===== src/rtl/lvt_mem_arbiter.sv =====
// Round-robin arbiter sharing a 2-write/1-read LVT memory among NUM_REQ clients.
// Grants are combinational; read responses are tagged through an RD_LAT pipeline.
module lvt_mem_arbiter #(
   parameter int NUM_REQ    = 4,
   parameter int ADDR_WIDTH = 7,
   parameter int DATA_WIDTH = 5,
   parameter int RD_LAT     = 1,
   parameter int ID_W       = $clog2(NUM_REQ)
) (
   input  logic                       clk,
   input  logic                       rst,
   input  logic [NUM_REQ-1:0]         req_valid,
   input  logic [NUM_REQ-1:0]         req_we,
   input  logic [NUM_REQ*ADDR_WIDTH-1:0] req_addr,
   input  logic [NUM_REQ*DATA_WIDTH-1:0] req_wdata,
   output logic [NUM_REQ-1:0]         req_ready,
   output logic                       wr0_en,
   output logic [ADDR_WIDTH-1:0]      wr0_addr,
   output logic [DATA_WIDTH-1:0]      wr0_data,
   output logic                       wr1_en,
   output logic [ADDR_WIDTH-1:0]      wr1_addr,
   output logic [DATA_WIDTH-1:0]      wr1_data,
   output logic                       rd0_en,
   output logic [ADDR_WIDTH-1:0]      rd0_addr,
   input  logic [DATA_WIDTH-1:0]      rd0_data,
   output logic                       rsp_valid,
   output logic [ID_W-1:0]            rsp_id,
   output logic [DATA_WIDTH-1:0]      rsp_data,
   output logic [15:0]                conflict_cnt
);

   logic [ID_W-1:0]       wr_ptr_q, wr_ptr_d;
   logic [ID_W-1:0]       rd_ptr_q, rd_ptr_d;
   logic [RD_LAT-1:0]     pv_q;
   logic [ID_W-1:0]       pid_q [RD_LAT];
   logic [15:0]           cnt_q;

   logic                  w0_found, w1_found, r_found, r_grant;
   logic                  w_skip, r_defer;
   logic [ID_W-1:0]       w0_id, w1_id, r_id;
   logic [ADDR_WIDTH-1:0] a0, a1, ra;
   logic [DATA_WIDTH-1:0] d0, d1;

   always_comb begin
      int idx;
      idx      = 0;
      w0_found = 1'b0;
      w1_found = 1'b0;
      r_found  = 1'b0;
      r_grant  = 1'b0;
      w_skip   = 1'b0;
      r_defer  = 1'b0;
      w0_id    = '0;
      w1_id    = '0;
      r_id     = '0;
      a0       = '0;
      a1       = '0;
      ra       = '0;
      d0       = '0;
      d1       = '0;
      req_ready = '0;
      wr_ptr_d = wr_ptr_q;
      rd_ptr_d = rd_ptr_q;
      if (!rst) begin
         // Port 1 only takes writes whose address differs from port 0's
         for (int k = 0; k < NUM_REQ; k++) begin
            idx = int'(wr_ptr_q) + k;
            if (idx >= NUM_REQ) idx = idx - NUM_REQ;
            if (req_valid[idx] && req_we[idx] && !w1_found) begin
               if (!w0_found) begin
                  w0_found = 1'b1;
                  w0_id    = ID_W'(idx);
                  a0       = req_addr[idx*ADDR_WIDTH +: ADDR_WIDTH];
                  d0       = req_wdata[idx*DATA_WIDTH +: DATA_WIDTH];
               end else if (req_addr[idx*ADDR_WIDTH +: ADDR_WIDTH] != a0) begin
                  w1_found = 1'b1;
                  w1_id    = ID_W'(idx);
                  a1       = req_addr[idx*ADDR_WIDTH +: ADDR_WIDTH];
                  d1       = req_wdata[idx*DATA_WIDTH +: DATA_WIDTH];
               end else begin
                  w_skip = 1'b1;
               end
            end
         end
         for (int k = 0; k < NUM_REQ; k++) begin
            idx = int'(rd_ptr_q) + k;
            if (idx >= NUM_REQ) idx = idx - NUM_REQ;
            if (req_valid[idx] && !req_we[idx] && !r_found) begin
               r_found = 1'b1;
               r_id    = ID_W'(idx);
               ra      = req_addr[idx*ADDR_WIDTH +: ADDR_WIDTH];
            end
         end
         // A read hitting a same-cycle write waits so it sees the new data
         r_defer = r_found &&
                   ((w0_found && ra == a0) || (w1_found && ra == a1));
         r_grant = r_found && !r_defer;
         if (w0_found) req_ready[w0_id] = 1'b1;
         if (w1_found) req_ready[w1_id] = 1'b1;
         if (r_grant)  req_ready[r_id]  = 1'b1;
         if (w1_found) begin
            wr_ptr_d = (w1_id == ID_W'(NUM_REQ-1)) ? '0 : w1_id + 1'b1;
         end else if (w0_found) begin
            wr_ptr_d = (w0_id == ID_W'(NUM_REQ-1)) ? '0 : w0_id + 1'b1;
         end
         if (r_grant) begin
            rd_ptr_d = (r_id == ID_W'(NUM_REQ-1)) ? '0 : r_id + 1'b1;
         end
      end
   end

   assign wr0_en   = w0_found;
   assign wr0_addr = a0;
   assign wr0_data = d0;
   assign wr1_en   = w1_found;
   assign wr1_addr = a1;
   assign wr1_data = d1;
   assign rd0_en   = r_grant;
   assign rd0_addr = r_grant ? ra : '0;

   always_ff @(posedge clk or posedge rst) begin
      if (rst) begin
         wr_ptr_q <= '0;
         rd_ptr_q <= '0;
         cnt_q    <= '0;
         pv_q     <= '0;
         for (int s = 0; s < RD_LAT; s++) pid_q[s] <= '0;
      end else begin
         wr_ptr_q <= wr_ptr_d;
         rd_ptr_q <= rd_ptr_d;
         if ((w_skip || r_defer) && cnt_q != 16'hFFFF) begin
            cnt_q <= cnt_q + 16'd1;
         end
         for (int s = RD_LAT - 1; s > 0; s--) begin
            pv_q[s]  <= pv_q[s-1];
            pid_q[s] <= pid_q[s-1];
         end
         pv_q[0]  <= r_grant;
         pid_q[0] <= r_grant ? r_id : '0;
      end
   end

   assign rsp_valid    = pv_q[RD_LAT-1];
   assign rsp_id       = pid_q[RD_LAT-1];
   assign rsp_data     = rd0_data;
   assign conflict_cnt = cnt_q;

endmodule


===== config.mk =====
export PLATFORM = sky130hd
export DESIGN_NAME = lvt_mem_arbiter
export DESIGN_NICKNAME = d
export VERILOG_FILES = /design/src/rtl/lvt_mem_arbiter.sv
export SDC_FILE = /design/constraint.sdc
export NUM_CORES = 1
export LEC_CHECK = 0
export CORE_MARGIN = 1.5
export CORE_UTILIZATION = 35
export CTS_BUF_LIST = sky130_fd_sc_hd__clkbuf_8
export DETAILED_ROUTE_END_ITERATION = 7
export GPL_TIMING_DRIVEN = 0
export PLACE_DENSITY = 0.62
export SLEW_MARGIN = 10
export SYNTH_ARGS = -nofsm -noshare
export SYNTH_HDL_FRONTEND = slang
export SYNTH_SLANG_ARGS = --single-unit
export TNS_END_PERCENT = 5

===== constraint.sdc =====
create_clock -name clk -period 17.37 [get_ports clk]
set_clock_uncertainty 0.15 [all_clocks]
set_input_delay 2.6055 -clock clk [delete_from_list [all_inputs] [get_ports clk]]
set_output_delay 2.6055 -clock clk [all_outputs]
set_load 0.005 [all_outputs]

# After elaboration in Yosys (flattened, before gate mapping)
# Index checks and enable logic that the tools add are counted.
# W data, S select, Z words.
[classes] bitwise=3 n_eq_ne=9 n_mul=12 n_shift=12 n_addsub=18 div_mod_pow=0 n_mux=197 n_reduce_logical=38 order_cmp=22
[ops] cell="$mux W32" count=16
[ops] cell="$mul A32 B4 Y32 const B" count=12
[ops] cell="$lt A32 B4 Y1 const B" count=8
[ops] cell="$shiftx A28 B32 Y7" count=8
[ops] cell="$mux W7" count=30
[ops] cell="$shiftx A20 B32 Y5" count=4
[ops] cell="$mux W5" count=18
[ops] cell="$mux W1" count=78
[ops] cell="$mux W2" count=30
[ops] cell="$bmux W1 S2" count=16
[ops] cell="$mux W4" count=6
[ops] cell="$sub A3 B3 Y4 const B" count=6
[ops] cell="$logic_and A1 B1 Y1" count=22
[ops] cell="$ne A7 B7 Y1" count=3
[ops] cell="$ge A3 B3 Y1 const B" count=6
[ops] cell="$add A16 B1 Y16 const B" count=1
[ops] cell="$ne A16 B16 Y1 const B" count=1
[ops] cell="$eq A7 B7 Y1" count=2
[ops] cell="$add A2 B2 Y3 const B" count=4
[ops] cell="$logic_not A1 Y1" count=11
[ops] cell="$lt A2 B3 Y1 const B" count=3
[ops] cell="$or A4 B4 Y4" count=2
[ops] cell="$sub A2 B3 Y4 const B" count=2
[ops] cell="$add A2 B1 Y2 const B" count=3
[ops] cell="9 further kinds" count=19
[totals] out_inout_bits=62 latchBits=0 elab_cells=316 input_bits=63 n_memories=0 ram_bits=0 rom_bits=0 register_bits=23

# Logic depth before layout (Yosys ltp)
# Gate-level depths: netlist of the first run.
[depth] depth_word=34 mapped_depth=35 mapped_depth_nobuf=21

# Least setup slack after synthesis of the first run
# Ideal clock, no wire load.
[synth_path] path_kind="reg-to-output" start="register wr_ptr_q[0]" end="output req_ready[0]" path_buffers=14 path_stages_with_launch=32 path_slack_ns=7.305 t_arrival_ns=7.310 required_ns=14.615 cell_sequence="dfrtp_1 buf_4 inv_2 buf_4 buf_2 buf_2 buf_1 ha_1 buf_4 buf_6 buf_6 buf_6 buf_6 buf_2 buf_1 clkbuf_1 nand2_1 ha_1 or2_2 o221ai_1 a221o_1 o21ai_0 and3_1 a2111oi_2 a31oi_2 buf_4 a22oi_1 a21o_1 nand4_1 nor4_4 nor2_2 a21o_1"
[synth_via] elab_chain_cells=34 word_cells_on_any_way=148 cone_classes="7 x add/sub; 4 x mul; 8 x order compare; 5 x eq/ne; 4 x shift; 101 x mux; 2 x bitwise; 17 x reduce/logical"
[synth_lines] element="start: declaration" line="32" text="logic [ID_W-1:0] wr_ptr_q, wr_ptr_d;"
[synth_lines] element="start signal: assignment" line="129" text="wr_ptr_q <= wr_ptr_d;"
[synth_lines] element="parallel branches: the longest is 32 deep, another holds $mul A32 B4 Y32"
[synth_lines] element="$mux W4 (*)" line="100" text="if (r_grant) req_ready[r_id] = 1'b1;"
[synth_lines] element="$mux W4 (*)" line="64" text="if (!rst) begin"
[synth_lines] element="end: declaration" line="16" text="output logic [NUM_REQ-1:0] req_ready,"
# Mark *: on every way between the ends. The select of a mux whose other input is x is not followed.

# Worst setup path after layout of the first run
# Ends and elaborated chain as after synthesis.

==> results of run 1 <==
==> area by class of cell <==
cell class / instances / share of cell area (%)
multi-input combinational: 1696 / 78.2
buffer: 230 / 6.53
clock buffer: 3 / 0.235
timing repair buffer: 113 / 6.42
tap: 592 / 4.21
clock inverter: 1 / 0.0285
sequential: 23 / 3.27
antenna: 2 / 0.0285
inverter: 49 / 1.05
==> layout by cell type (no fill, tap or decap), types with 33 or more instances in the layout <==
master,count
nand2_1,179
mux2i_1,168
nor2_1,135
mux4_2,125
clkbuf_1,121
a21oi_1,115
clkdlybuf4s50_1,111
o21ai_0,88
mux2_2,66
buf_2,60
nand3_1,57
ha_1,42
nor3_1,41
inv_1,38
nor2b_1,38
nand2b_1,37
o211ai_1,37
and2_1,33
a211oi_1,33
==> Yosys cell counts, drive strengths merged, types with 23 or more instances <==
| master | instances |
|---|---|
| a211oi | 36 |
| a21oi | 117 |
| a22oi | 30 |
| a31oi | 29 |
| and2 | 34 |
| and3 | 27 |
| buf | 109 |
| clkbuf | 121 |
| dfrtp | 23 |
| ha | 42 |
| inv | 44 |
| mux2 | 72 |
| mux2i | 168 |
| mux4 | 125 |
| nand2 | 179 |
| nand2b | 37 |
| nand3 | 57 |
| nor2 | 137 |
| nor2b | 38 |
| nor3 | 42 |
| o211ai | 39 |
| o21ai | 101 |
| o22ai | 32 |
| xnor2 | 31 |
==> flip-flops by register name (all words and copies together), names as in the netlist <==
signal,flops
conflict_cnt,16
wr_ptr_q,2
rd_ptr_q,2
rsp_valid,1
rsp_id,2
==> through the flow <==
step,area [um2],cells,setup slack [ns]
final,17600,2709,3.11
after global routing,17600,2707,2.67
after CTS,17600,2707,3.44
after detailed placement,17500,2703,3.80
after global placement,17500,2701,3.69
after floorplan,15600,1998,7.30
==> worst max-delay path, delay by kind of cell, from the launching register on <==
family	cells	cell delay, ns
compound gates	8	2.70
fa+ha+maj	2	0.64
buf+inv	16	5.52
simple gates	6	1.74
flops	1	0.55
==> metal layers <==
layer	vias to the layer above	GRT usage (%)
met2	1668	58.6
met3	422	9.43
met1	9449	51.7
li1	7965	-
met5	-	0
met4	0	25.2
==> logic make-up after synthesis <==
logic type,after synthesis
compound gates,584
xor+xnor,40
fa+ha+maj,44
buf+inv,279
flops,23
mux,365
other cells,1
simple gates,660
==> path summary, 6_finish.rpt <==
| check | start | to | slack (ns) |
|---|---|---|---|
| max reg2reg | wr_ptr_q[0]$_DFFE_PP0P_ | rd_ptr_q[1]$_DFFE_PP0P_ | 6.25 |
| min reg2reg | conflict_cnt[14]$_DFFE_PP0P_ | conflict_cnt[14]$_DFFE_PP0P_ | 0.35 |
| max in group asynchronous | rst | rsp_id[1]$_DFF_PP0_ | 13.85 |
| min | conflict_cnt[14]$_DFFE_PP0P_ | conflict_cnt[14]$_DFFE_PP0P_ | 0.35 |
| min in group asynchronous | rst | conflict_cnt[12]$_DFFE_PP0P_ | 2.57 |
| max | wr_ptr_q[0]$_DFFE_PP0P_ | req_ready[0] | 3.11 |
==> results.cfg, run 1 <==
[outcome]
outcome = complete, no violations

[floorplanning]
dieArea_um2 = 46000
io_pins = 125
num_rows = 77
die_x_um = 214
die_h_um = 214
core-area_um2 = 44100
initial_core_util_pct = 35.4

[route]
via_count = 19500
avgViaCountPerCell = 7.20
antenna_left = 0
met2_length_mm = 39.0
wirelength_mm = 94.7
route.detailed.wl_per_inst_um = 35.0
wl_met3_mm = 11.5
firstDrtPassIters = 6
routed.top_layer = met4
wl_met1_mm = 36.7
drc = 0
drtIter0Drc = 2922

[critical_path]
cpPeakStageDelay_ns = 0.77
required_ns = 14.61
worstPathArrival_ns = 11.50
crit_slowest_cell = buf_1
reg2reg_depth = 31
path_max_fanout = 15
worstSetupStartpointType = register
worst-setup-path-type = reg2out
critPathCaptureType = output port

[clock_network]
clock-sinks = 23
cts_tree = yes
cts_root_buf = clkbuf_8
clock_path_buffers = 2
cts_resized = 0
clock_latency_ns = 0.27
holdBufCountCts = 0
clk_pin_slew_ns = 0.09
htree_num_levels = 1
cts_setup_buffers = 0
numCtsBuffers = 3

[sta]
report.final.slew_viol_count = 0
min_period_ns = 14.26
fin_hold_ws_ns = 0.351
fin_crit_sh_pct = 82.1
setup_tns_ns = 0
rsz0062_at_grt = no
tightest_slew_ns = 1.24
hold_violations = 0
final-setup-viol-count = 0
timing.slew.headroom_pct = 16.6
max_freq_mhz = 70.1

[placed_design]
hpwl_mm = 72.3
io_buffer_count = 111
place_congestion = 1.07

[synthesis]
syn-cell-area_um2 = 15600
synth_edf_count = 0
async_flop_share_pct = 100
synth_top_family_by_area = multiplexers
synth.avg_cell_area_um2 = 7.84
synth_xor_area_share_pct = 2.24
synth_cells = 1996
ys_top_cells_by_area = mux4_2, mux2i_1, mux2_2, nand2_1, a21oi_1
synth_sequential_area_ratio_pct = 3.68
synthAdderAreaFrac_pct = 3.62
synth-main-ff-cell = dfrtp_1
synth-compound-area-share_pct = 26.3
ys_seq_elements = 23
ys_warn_count = 0
netlist.area_leader.share_pct = 18.0
synthMuxAreaShare_pct = 33.9
yosysTopAreaCell = mux4_2
synthSimpleGateAreaFrac_pct = 21.6
synth_cell_types = 96

[final_layout]
multi_input_area_um2 = 13800
drive_gt1_share_pct = 15.8
final_util_pct = 39.8
syn2layout_area_growth_pct = 12.4
fillers = 4660
regArea_um2 = 576
fin_nets = 2223

[global_route]
grt_pass1_wl_mm = 135
grt_max_degree = 30
grt-ovfl-total = 0
antenna_found_initial = 2
grt_util_all_layers_pct = 39.6
grt_pass1_vias = 18600

[worst_hold_path]
whs_path_depth = 1
min_path_type = reg2reg

[run]
cap_violations = 0
Power of run 1 is not shown: default switching activity piles up to over one toggle a cycle in this logic, so the estimate is an artifact.
==> run 2: changes to the inputs <==
==> constraint.sdc (replaced) <==
create_clock -name clk -period 13.9 [get_ports clk]
set_clock_uncertainty 0.15 [all_clocks]
set_input_delay 2.085 -clock clk [delete_from_list [all_inputs] [get_ports clk]]
set_output_delay 2.085 -clock clk [all_outputs]
set_load 0.005 [all_outputs]
==> run 2 against run 1 <==
  * Count of clock-buffer cells in the layout unchanged
  * Design area about the same
  * Largest cell class unchanged
  * Setup slack worse by 2.5 ns
  * Critical endpoint unchanged
  * Register-to-register slack got worse by 3.0 ns
  * Critical path depth shrank 1
==> results.cfg, run 2 (same netlist as run 1, synthesis figures left out) <==
[critical_path]
worstPathArrival_ns = 11.02
crit_slowest_cell = buf_2
cpPeakStageDelay_ns = 0.66
worstSetupStartpointType = register
worst-setup-path-type = reg2out
path_max_fanout = 24
required_ns = 11.66
critPathCaptureType = output port

[run]
cap_violations = 0

[route]
via_count = 19400
firstDrtPassIters = 6
drc = 0
avgViaCountPerCell = 7.18
route.detailed.wl_per_inst_um = 34.9
antenna_left = 0
drtIter0Drc = 2877
wirelength_mm = 94.5

[floorplanning]
die_h_um = 214
initial_core_util_pct = 35.4
core-area_um2 = 44100
num_rows = 77
die_x_um = 214
dieArea_um2 = 46000
io_pins = 125

[global_route]
grt_max_degree = 30
grt_pass1_wl_mm = 135
grt_pass1_vias = 18600
grt_util_all_layers_pct = 39.6
grt-ovfl-total = 0
antenna_found_initial = 2

[clock_network]
clock_latency_ns = 0.27
clock_path_buffers = 2
clk_pin_slew_ns = 0.09
cts_setup_buffers = 0
cts_resized = 0
cts_root_buf = clkbuf_8
htree_num_levels = 1
numCtsBuffers = 3
holdBufCountCts = 0
clock-sinks = 23
cts_tree = yes

[sta]
max_freq_mhz = 75.4
timing.slew.headroom_pct = 17.3
rsz0062_at_grt = no
fin_crit_sh_pct = 95.4
min_period_ns = 13.26
tightest_slew_ns = 1.23
report.final.slew_viol_count = 0
setup_tns_ns = 0
hold_violations = 0
final-setup-viol-count = 0

[final_layout]
syn2layout_area_growth_pct = 12.4
layout_common_cells = nand2_1, mux2i_1, nor2_1
largest_reg_flops = 16
fin_nets = 2222
drive_gt1_share_pct = 15.8
fillers = 4658
layout_commonest_cell = nand2_1

[placed_design]
io_buffer_count = 111
place_congestion = 1.07
hpwl_mm = 72.3

[outcome]
outcome = complete, no violations

[worst_hold_path]
min_path_type = reg2reg
run 2: cell types whose count changed in the layout (fill, tap and decap cells not counted), sizes merged:
cell	before	now
buf	110	109
diode	2	1
run 2: final cells by class:
class,count,area (um2),area share [%]
Clock inverter,1,5.00,0.0285
Inverter,49,184,1.05
Buffer,229,1140,6.51
Timing Repair Buffer,113,1130,6.42
Tap cell,592,741,4.21
Antenna cell,1,2.50,0.0142
Clock buffer,3,41.3,0.235
Multi-Input combinational cell,1696,13800,78.3
Sequential cell,23,576,3.27
run 2: metal layers:
metal | global-route usage, % | share of wire (%) | vias up
met4 | 25.2 | 7.7 | 0
met5 | 0 | 0 | -
met1 | 51.7 | 39 | 9433
met3 | 9.43 | 12 | 383
li1 | - | - | 7960
met2 | 58.6 | 41 | 1650
run 2: path summary, 6_finish.rpt:
| path | from | endpoint | slack [ns] | cells past startpoint |
|---|---|---|---|---|
| worst max-delay path | wr_ptr_q[0]$_DFFE_PP0P_ | req_ready[0] | 0.64 | 31 |
| worst min-delay path | conflict_cnt[14]$_DFFE_PP0P_ | conflict_cnt[14]$_DFFE_PP0P_ | 0.35 | 1 |
| worst max register to register | wr_ptr_q[0]$_DFFE_PP0P_ | rd_ptr_q[1]$_DFFE_PP0P_ | 3.26 | 30 |
| worst min register to register | conflict_cnt[14]$_DFFE_PP0P_ | conflict_cnt[14]$_DFFE_PP0P_ | 0.35 | 1 |
| max in group asynchronous | rst | conflict_cnt[2]$_DFFE_PP0P_ | 10.90 | 2 |
| min in group asynchronous | rst | rd_ptr_q[1]$_DFFE_PP0P_ | 2.05 | 2 |
run 2: through the flow:
step,setup slack (ns),cells,hold slack (ns),area [um2],utilization (%)
global route,0.227,2706,0.370,17600,39.8
floorplan,4.36,1998,0.331,15600,-
finish,0.644,2707,0.350,17600,39.8
CTS,0.488,2707,0.354,17600,39.8
global placement,0.742,2701,0.333,17500,39.7
detailed placement,0.850,2703,0.341,17500,39.7
run 2: critical path: cells and delay by family, from the launching register on:
family / cells / cell delay [ns]
AO/OA/AOI/OAI: 8 / 2.74
buffers and inverters: 15 / 4.94
adder cells (fa/ha/maj): 2 / 0.64
AND/OR/NAND/NOR: 6 / 1.78
flip-flops: 1 / 0.55
Power of run 2 is left out for the same reason.
